<file path="config.mk">
export PLATFORM = sky130hd
export DESIGN_NAME = cr_xp10_decomp_sdd_buf_ctl
export DESIGN_NICKNAME = d
export VERILOG_FILES = /design/src/rtl/cr_xp10_decomp_sdd_buf_ctl.sv
export SDC_FILE = /design/constraint.sdc
export NUM_CORES = 1
export LEC_CHECK = 0
export ABC_AREA = 1
export BUFFER_PORTS_ARGS = -buffer_cell sky130_fd_sc_hd__buf_2
export CORE_MARGIN = 2
export CORE_UTILIZATION = 45
export DETAILED_ROUTE_END_ITERATION = 7
export GPL_TIMING_DRIVEN = 0
export HOLD_SLACK_MARGIN = 0.12
export PLACE_DENSITY = 0.83
export SYNTH_ARGS = -nofsm -noshare
export SYNTH_HDL_FRONTEND = slang
export SYNTH_SLANG_ARGS = --single-unit
</file>
<file path="constraint.sdc">
create_clock -name clk -period 8.2 [get_ports clk]
set_clock_uncertainty 0.15 [all_clocks]
set_input_delay 1.64 -clock clk [delete_from_list [all_inputs] [get_ports clk]]
set_output_delay 1.64 -clock clk [all_outputs]
set_load 0.1 [all_outputs]
</file>
<file path="src/rtl/cr_xp10_decomp_sdd_buf_ctl.sv">
// SDD bit-buffer controller: circular word-buffer writes, decode launch scheduling, ack-driven bit retirement.
// Optional saturating statistics outputs are enabled by defining CR_XP10_SDD_BUF_CTL_STATS_EN.
module cr_xp10_decomp_sdd_buf_ctl #(
  parameter int unsigned N_WORDS     = 8,
  parameter int unsigned LAUNCH_BITS = 64
) (
  input  logic                       clk,
  input  logic                       rst_n,
  input  logic                       in_valid,
  output logic                       in_ready,
  input  logic [31:0]                in_data,
  input  logic                       in_sob,
  input  logic                       in_eof,
  output logic                       buf_we,
  output logic [$clog2(N_WORDS)-1:0] buf_waddr,
  output logic [31:0]                buf_wdata,
  output logic                       ld_valid,
  input  logic                       ld_ready,
  output logic [$clog2(N_WORDS)-1:0] ld_buf_idx,
  output logic [2:0]                 ld_word_mod_8,
  output logic [4:0]                 ld_bit_off,
  output logic [9:0]                 ld_numbits,
  output logic                       ld_sob,
  output logic                       ld_eof,
  input  logic                       ack_valid,
  input  logic [6:0]                 ack_numbits,
  input  logic                       ack_eob,
  input  logic                       ack_err,
  output logic                       flush_active
`ifdef CR_XP10_SDD_BUF_CTL_STATS_EN
  ,
  output logic [31:0]                stat_frames,
  output logic [15:0]                stat_err_frames,
  output logic [31:0]                stat_flush_words
`endif
);

  localparam int unsigned AW = $clog2(N_WORDS);
  localparam int unsigned WW = AW + 1;
  localparam int unsigned RW = WW + 5;
  localparam int unsigned CW = (RW > 11) ? RW : 11;

  typedef enum logic [1:0] {
    IDLE      = 2'd0,
    RUN       = 2'd1,
    FLUSH_ERR = 2'd2
  } state_t;

  state_t        state;
  state_t        state_n;
  logic [WW-1:0] wr_ptr;
  logic [WW-1:0] wr_n;
  logic [WW-1:0] occ;
  logic [WW-1:0] occ_n;
  logic [RW-1:0] rd_ptr;
  logic [RW-1:0] rd_n;
  logic [RW-1:0] rd_sum;
  logic [RW-1:0] avail_n;
  logic [CW-1:0] avail_w;
  logic          eof_seen;
  logic          eof_n;
  logic          launch_pend;
  logic          pend_n;
  logic          sob_arm;
  logic          sob_n;
  logic          hs;
  logic          ack_take;
  logic          ld_hs;
  logic          hold;
  logic          go_n;

  // Write side: occupancy from current pointers, discard in FLUSH_ERR and for non-sob words in IDLE.
  assign occ       = wr_ptr - rd_ptr[RW-1:5];
  assign in_ready  = (state == FLUSH_ERR) || ((occ != WW'(N_WORDS)) && !eof_seen);
  assign hs        = in_valid && in_ready;
  assign buf_we    = hs && ((state == RUN) || ((state == IDLE) && in_sob));
  assign buf_waddr = wr_ptr[AW-1:0];
  assign buf_wdata = in_data;

  assign ack_take = ack_valid && launch_pend && (state == RUN);
  assign ld_hs    = ld_valid && ld_ready;
  assign hold     = ld_valid && !ld_ready;
  assign rd_sum   = rd_ptr + RW'(ack_numbits);

  // Next pointer/state values; launch decisions use these so a write at t is visible at t+1.
  always_comb begin
    state_n = state;
    wr_n    = wr_ptr + WW'(buf_we);
    rd_n    = rd_ptr;
    eof_n   = eof_seen || (buf_we && in_eof);
    pend_n  = launch_pend;
    sob_n   = sob_arm;

    if (ld_hs) begin
      pend_n = 1'b1;
      sob_n  = 1'b0;
    end

    case (state)
      IDLE: begin
        if (hs && in_sob) begin
          state_n = RUN;
          sob_n   = 1'b1;
        end
      end
      RUN: begin
        if (ack_take) begin
          pend_n = 1'b0;
          if (ack_err) begin
            rd_n    = {wr_n, 5'b0};
            eof_n   = 1'b0;
            state_n = (eof_seen || (buf_we && in_eof)) ? IDLE : FLUSH_ERR;
          end else if (ack_eob && eof_seen) begin
            rd_n    = {wr_n, 5'b0};
            eof_n   = 1'b0;
            state_n = IDLE;
          end else if (ack_eob) begin
            rd_n = {rd_sum[RW-1:5] + WW'(|rd_sum[4:0]), 5'b0};
          end else begin
            rd_n = rd_sum;
          end
        end
      end
      FLUSH_ERR: begin
        if (hs && in_eof) begin
          state_n = IDLE;
        end
      end
      default: begin
        state_n = IDLE;
      end
    endcase

    occ_n   = wr_n - rd_n[RW-1:5];
    avail_n = {occ_n, 5'b0} - RW'(rd_n[4:0]);
    avail_w = CW'(avail_n);
    go_n    = (state_n == RUN) && !pend_n &&
              ((avail_w >= CW'(LAUNCH_BITS)) || (eof_n && (avail_n != '0)));
  end

  // State, pointers and registered launch request; a pending launch is frozen until accepted.
  always_ff @(posedge clk or negedge rst_n) begin
    if (!rst_n) begin
      state         <= IDLE;
      wr_ptr        <= '0;
      rd_ptr        <= '0;
      eof_seen      <= 1'b0;
      launch_pend   <= 1'b0;
      sob_arm       <= 1'b0;
      flush_active  <= 1'b0;
      ld_valid      <= 1'b0;
      ld_buf_idx    <= '0;
      ld_word_mod_8 <= '0;
      ld_bit_off    <= '0;
      ld_numbits    <= '0;
      ld_sob        <= 1'b0;
      ld_eof        <= 1'b0;
    end else begin
      state        <= state_n;
      wr_ptr       <= wr_n;
      rd_ptr       <= rd_n;
      eof_seen     <= eof_n;
      launch_pend  <= pend_n;
      sob_arm      <= sob_n;
      flush_active <= (state_n == FLUSH_ERR);
      if (!hold) begin
        ld_valid <= go_n;
        if (go_n) begin
          ld_buf_idx    <= rd_n[5 +: AW];
          ld_word_mod_8 <= rd_n[7:5];
          ld_bit_off    <= rd_n[4:0];
          ld_numbits    <= (avail_w > CW'(256)) ? 10'd256 : avail_w[9:0];
          ld_sob        <= sob_n;
          ld_eof        <= eof_n;
        end
      end
    end
  end

  // An ack is only meaningful against an outstanding launch; stray acks are ignored above.
  ack_without_launch: assert property (@(posedge clk) disable iff (!rst_n)
    ack_valid |-> (launch_pend && (state == RUN)));

`ifdef CR_XP10_SDD_BUF_CTL_STATS_EN
  // Saturating counters: eof-completed frames, decode errors, discarded words.
  always_ff @(posedge clk or negedge rst_n) begin
    if (!rst_n) begin
      stat_frames      <= '0;
      stat_err_frames  <= '0;
      stat_flush_words <= '0;
    end else begin
      if ((state == RUN) && (state_n == IDLE) && (stat_frames != '1)) begin
        stat_frames <= stat_frames + 32'd1;
      end
      if (ack_take && ack_err && (stat_err_frames != '1)) begin
        stat_err_frames <= stat_err_frames + 16'd1;
      end
      if (hs && !buf_we && (stat_flush_words != '1)) begin
        stat_flush_words <= stat_flush_words + 32'd1;
      end
    end
  end
`endif

endmodule

</file>
Yosys cells after proc, flatten, opt, wreduce, memory -nomap -nowiden
Cells that the tools add are included.

word-level totals
  flip-flop bits (word level) = 40
  memories = 0
  RAM bits = 0
  latch bits = 0
  logic and storage cells = 76
  ROM bits = 0
  input port bits = 48

operators by class
  equality and inequality tests = 5
  shift operators = 0
  $mul = 0
  reduce and logical (&&, ||, !) cells = 26
  div/mod/pow operators = 0
  bitwise operators = 1
  mux-type cells = 23
  $lt $le $gt $ge = 2
  $add $sub $neg = 6

operators with widths
  operator            number
  $mux 9              6
  $logic_and 1x1->1   15
  $mux 2              6
  $mux 1              10
  $add 9x7->9         1
  $ge 9x7->1 const B  1
  $gt 9x9->1 const B  1
  $reduce_bool 9->1   1
  $sub 9x5->9         1
  $add 4x1->4         2
  $sub 4x4->4         2
  $pmux 2 s3          1
  $reduce_or 5->1     1
  $eq 2x1->1 const B  2
  $eq 2x2->1 const B  2
  $logic_or 1x1->1    4
  $ne 4x4->1 const B  1
  $logic_not 1->1     3
  $logic_not 2->1     1
  $reduce_and 2->1    1
  $not 1->1           1

Logic depth before layout (Yosys ltp)
  depth in word-level cells = 18
  mapped depth = 34

Least setup slack after synthesis
No wires, ideal clock.

  path kind = flip-flop to flip-flop
  start = reg wr_ptr[2]
  end = reg ld_numbits[6]
  stages on the path, launching flop included = 27
  data arrival time = 6.906 ns
  buffers on the path = 2
  slack = 1.019 ns
  setup time = 0.125 ns
  clock period less this slack = 7.181 ns
  path through = dfrtp_1 > ha_1 > a21oi_1 > nand3_1 > nand2_1 > o21ai_0 > nand2_1 > nand2_1 > o21ai_0 > ha_1 > ha_1 > inv_1 > o22ai_1 > a31oi_1 > inv_1 > fa_1 > xor2_1 > inv_1 > nand4_1 > nand2_1 > nand2_1 > a21oi_1 > nand3_1 > nand3_2 > buf_6 > buf_6 > o21ai_1

on the way
  longest elaborated chain between the ends = 18
  elaborated cells between the ends (all ways) = 37

ends and longest elaborated chain
  element                                                             line  text
  start, declared                                                     51    logic [WW-1:0] wr_ptr;
  start signal, assigned                                              160   wr_ptr <= wr_n;
  $sub 4x4->4 *                                                       73    assign occ = wr_ptr - rd_ptr[RW-1:5];
  $ne 4x4->1 *                                                        74    assign in_ready = (state == FLUSH_ERR) || ((occ != WW'(N_WORDS)) && !eof_seen);
  $logic_and 1x1->1 *                                                 74
  $logic_or 1x1->1 *                                                  74
  named net in_ready                                                  10    output logic in_ready,
  $logic_and 1x1->1 *                                                 75    assign hs = in_valid && in_ready;
  $logic_and 1x1->1 *                                                 76    assign buf_we = hs && ((state == RUN) || ((state == IDLE) && in_sob));
  named net buf_we                                                    14    output logic buf_we,
  (+1 left out)                                                       -
  named net wr_n[1]                                                   52    logic [WW-1:0] wr_n;
  $mux 9                                                              113   end else if (ack_eob && eof_seen) begin
  $mux 9 *                                                            109   if (ack_err) begin
  $mux 9 *                                                            107   if (ack_take) begin
  $mux 9 *                                                            99    case (state)
  named net rd_n[6]                                                   56    logic [RW-1:0] rd_n;
  $sub 4x4->4 *                                                       134   occ_n = wr_n - rd_n[RW-1:5];
  $sub 9x5->9 *                                                       135   avail_n = {occ_n, 5'b0} - RW'(rd_n[4:0]);
  parallel branches: the longest is 5 deep, another holds $ge 9x7->1  -
  end signal, assigned                                                172   ld_numbits <= (avail_w > CW'(256)) ? 10'd256 : avail_w[9:0];
  end, declared                                                       22    output logic [9:0] ld_numbits,

Mark *: on every way through the listed nets, which the timed path passes.
A chain may end at the register's enable or synchronous reset.

Final worst setup path
  start = in ack_numbits[0]
  end = reg ld_word_mod_8[1]

on the way
  longest elaborated chain between the ends = 15
  elaborated cells between the ends (all ways) = 16

ends and longest elaborated chain
  element                                                             line  text
  start, declared                                                     26    input logic [6:0] ack_numbits,
  $add 9x7->9 *                                                       83    assign rd_sum = rd_ptr + RW'(ack_numbits);
  $reduce_or 5->1                                                     118   rd_n = {rd_sum[RW-1:5] + WW'(|rd_sum[4:0]), 5'b0};
  $add 4x1->4                                                         118
  $mux 9 *                                                            117   end else if (ack_eob) begin
  $mux 9 *                                                            113
  $mux 9 *                                                            109
  $mux 9 *                                                            107
  $mux 9 *                                                            99
  named net rd_n[5]                                                   56
  $sub 4x4->4 *                                                       134
  $sub 9x5->9 *                                                       135
  parallel branches: the longest is 2 deep, another holds $ge 9x7->1  -
  $logic_or 1x1->1 *                                                  138   ((avail_w >= CW'(LAUNCH_BITS)) || (eof_n && (avail_n != '0)));
  $logic_and 1x1->1 *                                                 137   go_n = (state_n == RUN) && !pend_n &&
  $reduce_and 2->1 (no line) *                                        -
  end signal, assigned                                                170   ld_word_mod_8 <= rd_n[7:5];
  end, declared                                                       20    output logic [2:0] ld_word_mod_8,

Marked as above.

==> metrics.txt <==
outcome=complete, no violations; Slew @ Worst Pin=0.872 ns; via count=2675; CTS tree=done; Max FO, Critical Path=10; Crit. End Element=flip-flop; Max-Slew Margin vs Limit=41.8%; slowest stage delay, CP=0.44 ns; synthesized area=3000 um^2; die area=7320 um^2; Final Non-Filler Cells=557; first-pass GRT wire length=10900 um; worst skew pair latency=0.29 ns; FF+latch count, synth=39; Final min period=5.67 ns; drt total wl=6450 um; DRC viols=0; final hold vios=0; net count reported at finish=550; RSZ-0062 raised after global routing=false; final setup TNS=0 ns; Worst Hold Class=reg2reg; CP Buf/Inv Count=5; Final setup violation count=0; WS Path Type=in2reg; Final Max Tran Viols=0; delay-heaviest family, CP=adder cells; DR vias/cell=4.80; worst setup margin=2.53 ns; num rows=29; Period Utilization, post-route=69.2%; # IOs=110; Req. time, crit path=8.22 ns; post-synthesis net count=467; Yosys cell types=32; wire per inst=11.6 um; total global routing overflow=0; Warnings, synthesis=0; worst-path cell chain=buf_2, ha_1, fa_1, xor2_1, nor3_1, nand3_1, ha_1, or2_2, a31oi_1, inv_1, ha_1, fa_1, xor2_1, inv_1, nand4_1, nand2_1, nand2_1, a21oi_1, nand3_1, nand3_2, buf_6, buf_6, nand2_1, o21ai_2; Slowest-stage cell, CP=fa_1; pre-CTS setup slack=2.23 ns; share of cells above drive strength 1=31.7%; GRT Util Overall=18.3%; Detailed Route Iter0 Violations=122; Layout area overhead=18.3%; clock root buffer=clkbuf_8; Die Y=85.6 um; Antenna Nets Post-Route=0; Placed Instances=551; CP Launch Type=primary input; TritonRoute pass-1 iters=4; Avg Inst Size Synth=7.53 um^2; vias in the first global route=2558; hold_ws=0.322 ns; Critical Path AT=5.69 ns; Syn Inst Count=398; post_cts resized=0; register area share after synthesis=32.6%; Initial Utilization=46.9%; Final HPWL DP=5310 um; largest net degree at the start of global routing=40; Fmax=176 MHz; die width=85.6 um; post-CTS setup buffers=0; TritonCTS Buffers=5; Clock Sinks=39; antenna fix cells=0; routability cong.=0.816; # H-tree levels=2; hold_buf cts=0; Core ar.=6390 um^2; Max Buffers Root-to-Sink=2; PortBufs=76; CTS clk-pin slew, worst paths=0.07 ns; initial antenna violation count=0; Max Cap Viol=0
==> metal layers <==
metal,global-route usage [%],routed length [um],vias up
met4,4.18,68,0
li1,-,-,1400
met5,0,0,-
met1,22.7,2810,1191
met2,33.0,3200,78
met3,3.46,372,6
==> metrics by stage <==
stage,cell area (um^2),util (%)
3_3_place_gp,3470,54.4
4_1_cts,3540,55.5
3_5_place_dp,3470,54.4
6_report,3540,55.5
5_1_grt,3540,55.5
2_1_floorplan,3000,-
==> cell usage after synthesis (all sizes together) <==
| cell | count | area, um^2 |
|---|---|---|
| nand2 | 115 | 437 |
| a211oi | 1 | 7.51 |
| o21ai | 25 | 189 |
| inv | 53 | 199 |
| a31oi | 2 | 12.5 |
| or2 | 4 | 25.0 |
| o22ai | 2 | 12.5 |
| ha | 19 | 238 |
| xnor2 | 4 | 35.0 |
| nor3 | 4 | 20.0 |
| conb | 1 | 3.75 |
| nor2 | 22 | 97.6 |
| a21o | 1 | 7.51 |
| o21a | 1 | 7.51 |
| buf | 43 | 334 |
| dfrtp | 39 | 976 |
| xor2 | 3 | 26.3 |
| nand4 | 6 | 52.6 |
| nand3b | 2 | 15.0 |
| nand3 | 35 | 180 |
| fa | 2 | 40.0 |
| a41o | 2 | 20.0 |
| a21oi | 12 | 60.1 |
==> state kept, by name (all words and copies together), names as in the netlist, 2 cells and up <==
signal / flops
ld_numbits: 9
rd_ptr: 9
ld_bit_off: 5
wr_ptr: 4
ld_word_mod_8: 3
state: 2
==> tightest hold or removal path: cells and delay by family, from the launching register on <==
| family | cells | cell delay, ns |
|---|---|---|
| AND/OR/NAND/NOR | 2 | 0.10 |
| flip-flops | 1 | 0.34 |
==> cells in the final DEF (no fill, tap or decap), drive strengths merged <==
cell	synthesis	layout
buf	43	119
nand2	115	115
inv	53	53
dfrtp	39	39
nand3	35	35
o21ai	25	25
nor2	22	22
ha	19	19
a21oi	12	12
nand4	6	6
clkbuf	0	6
nor3	4	4
xnor2	4	4
or2	4	4
xor2	3	3
o22ai	2	2
a31oi	2	2
a41o	2	2
nand3b	2	2
fa	2	2
o21a	1	1
a211oi	1	1
a21o	1	1
conb	1	1
==> final timing paths <==
check,startpoint,endpoint,slack (ns),cells past startpoint
worst max-delay path,ack_numbits[0],ld_word_mod_8[1],2.53,24
worst max register to register,rd_ptr[7],ld_word_mod_8[1],3.06,31
worst min-delay path,ld_numbits[8],ld_numbits[8],0.32,2
min in group asynchronous,rst_n,ld_bit_off[0],1.31,1
worst min register to register,ld_numbits[8],ld_numbits[8],0.32,2
max in group asynchronous,rst_n,wr_ptr[0],6.03,1
==> cell type report <==
type	instances	area [um^2]
Inverter	53	199
Clock buffer	6	72.6
Buffer	43	334
Timing Repair Buffer	76	380
Tap cell	77	96.3
Fill cell	597	2840
Sequential cell	39	976
Multi-Input combinational cell	263	1490
==> kinds of logic after synthesis <==
group                      after synthesis  synth area share, %
buffers and inverters                   96                 17.8
adders and majority gates               21                 9.27
AOI/OAI and AO/OA                       46                 10.6
xor gates and xnor gates                 7                 2.05
DFF                                     39                 32.6
other                                    1                0.125
and+or+nand+nor                        188                 27.6
Power is not shown: default switching activity piles up to over one toggle a cycle in this logic, so the estimate is an artifact.
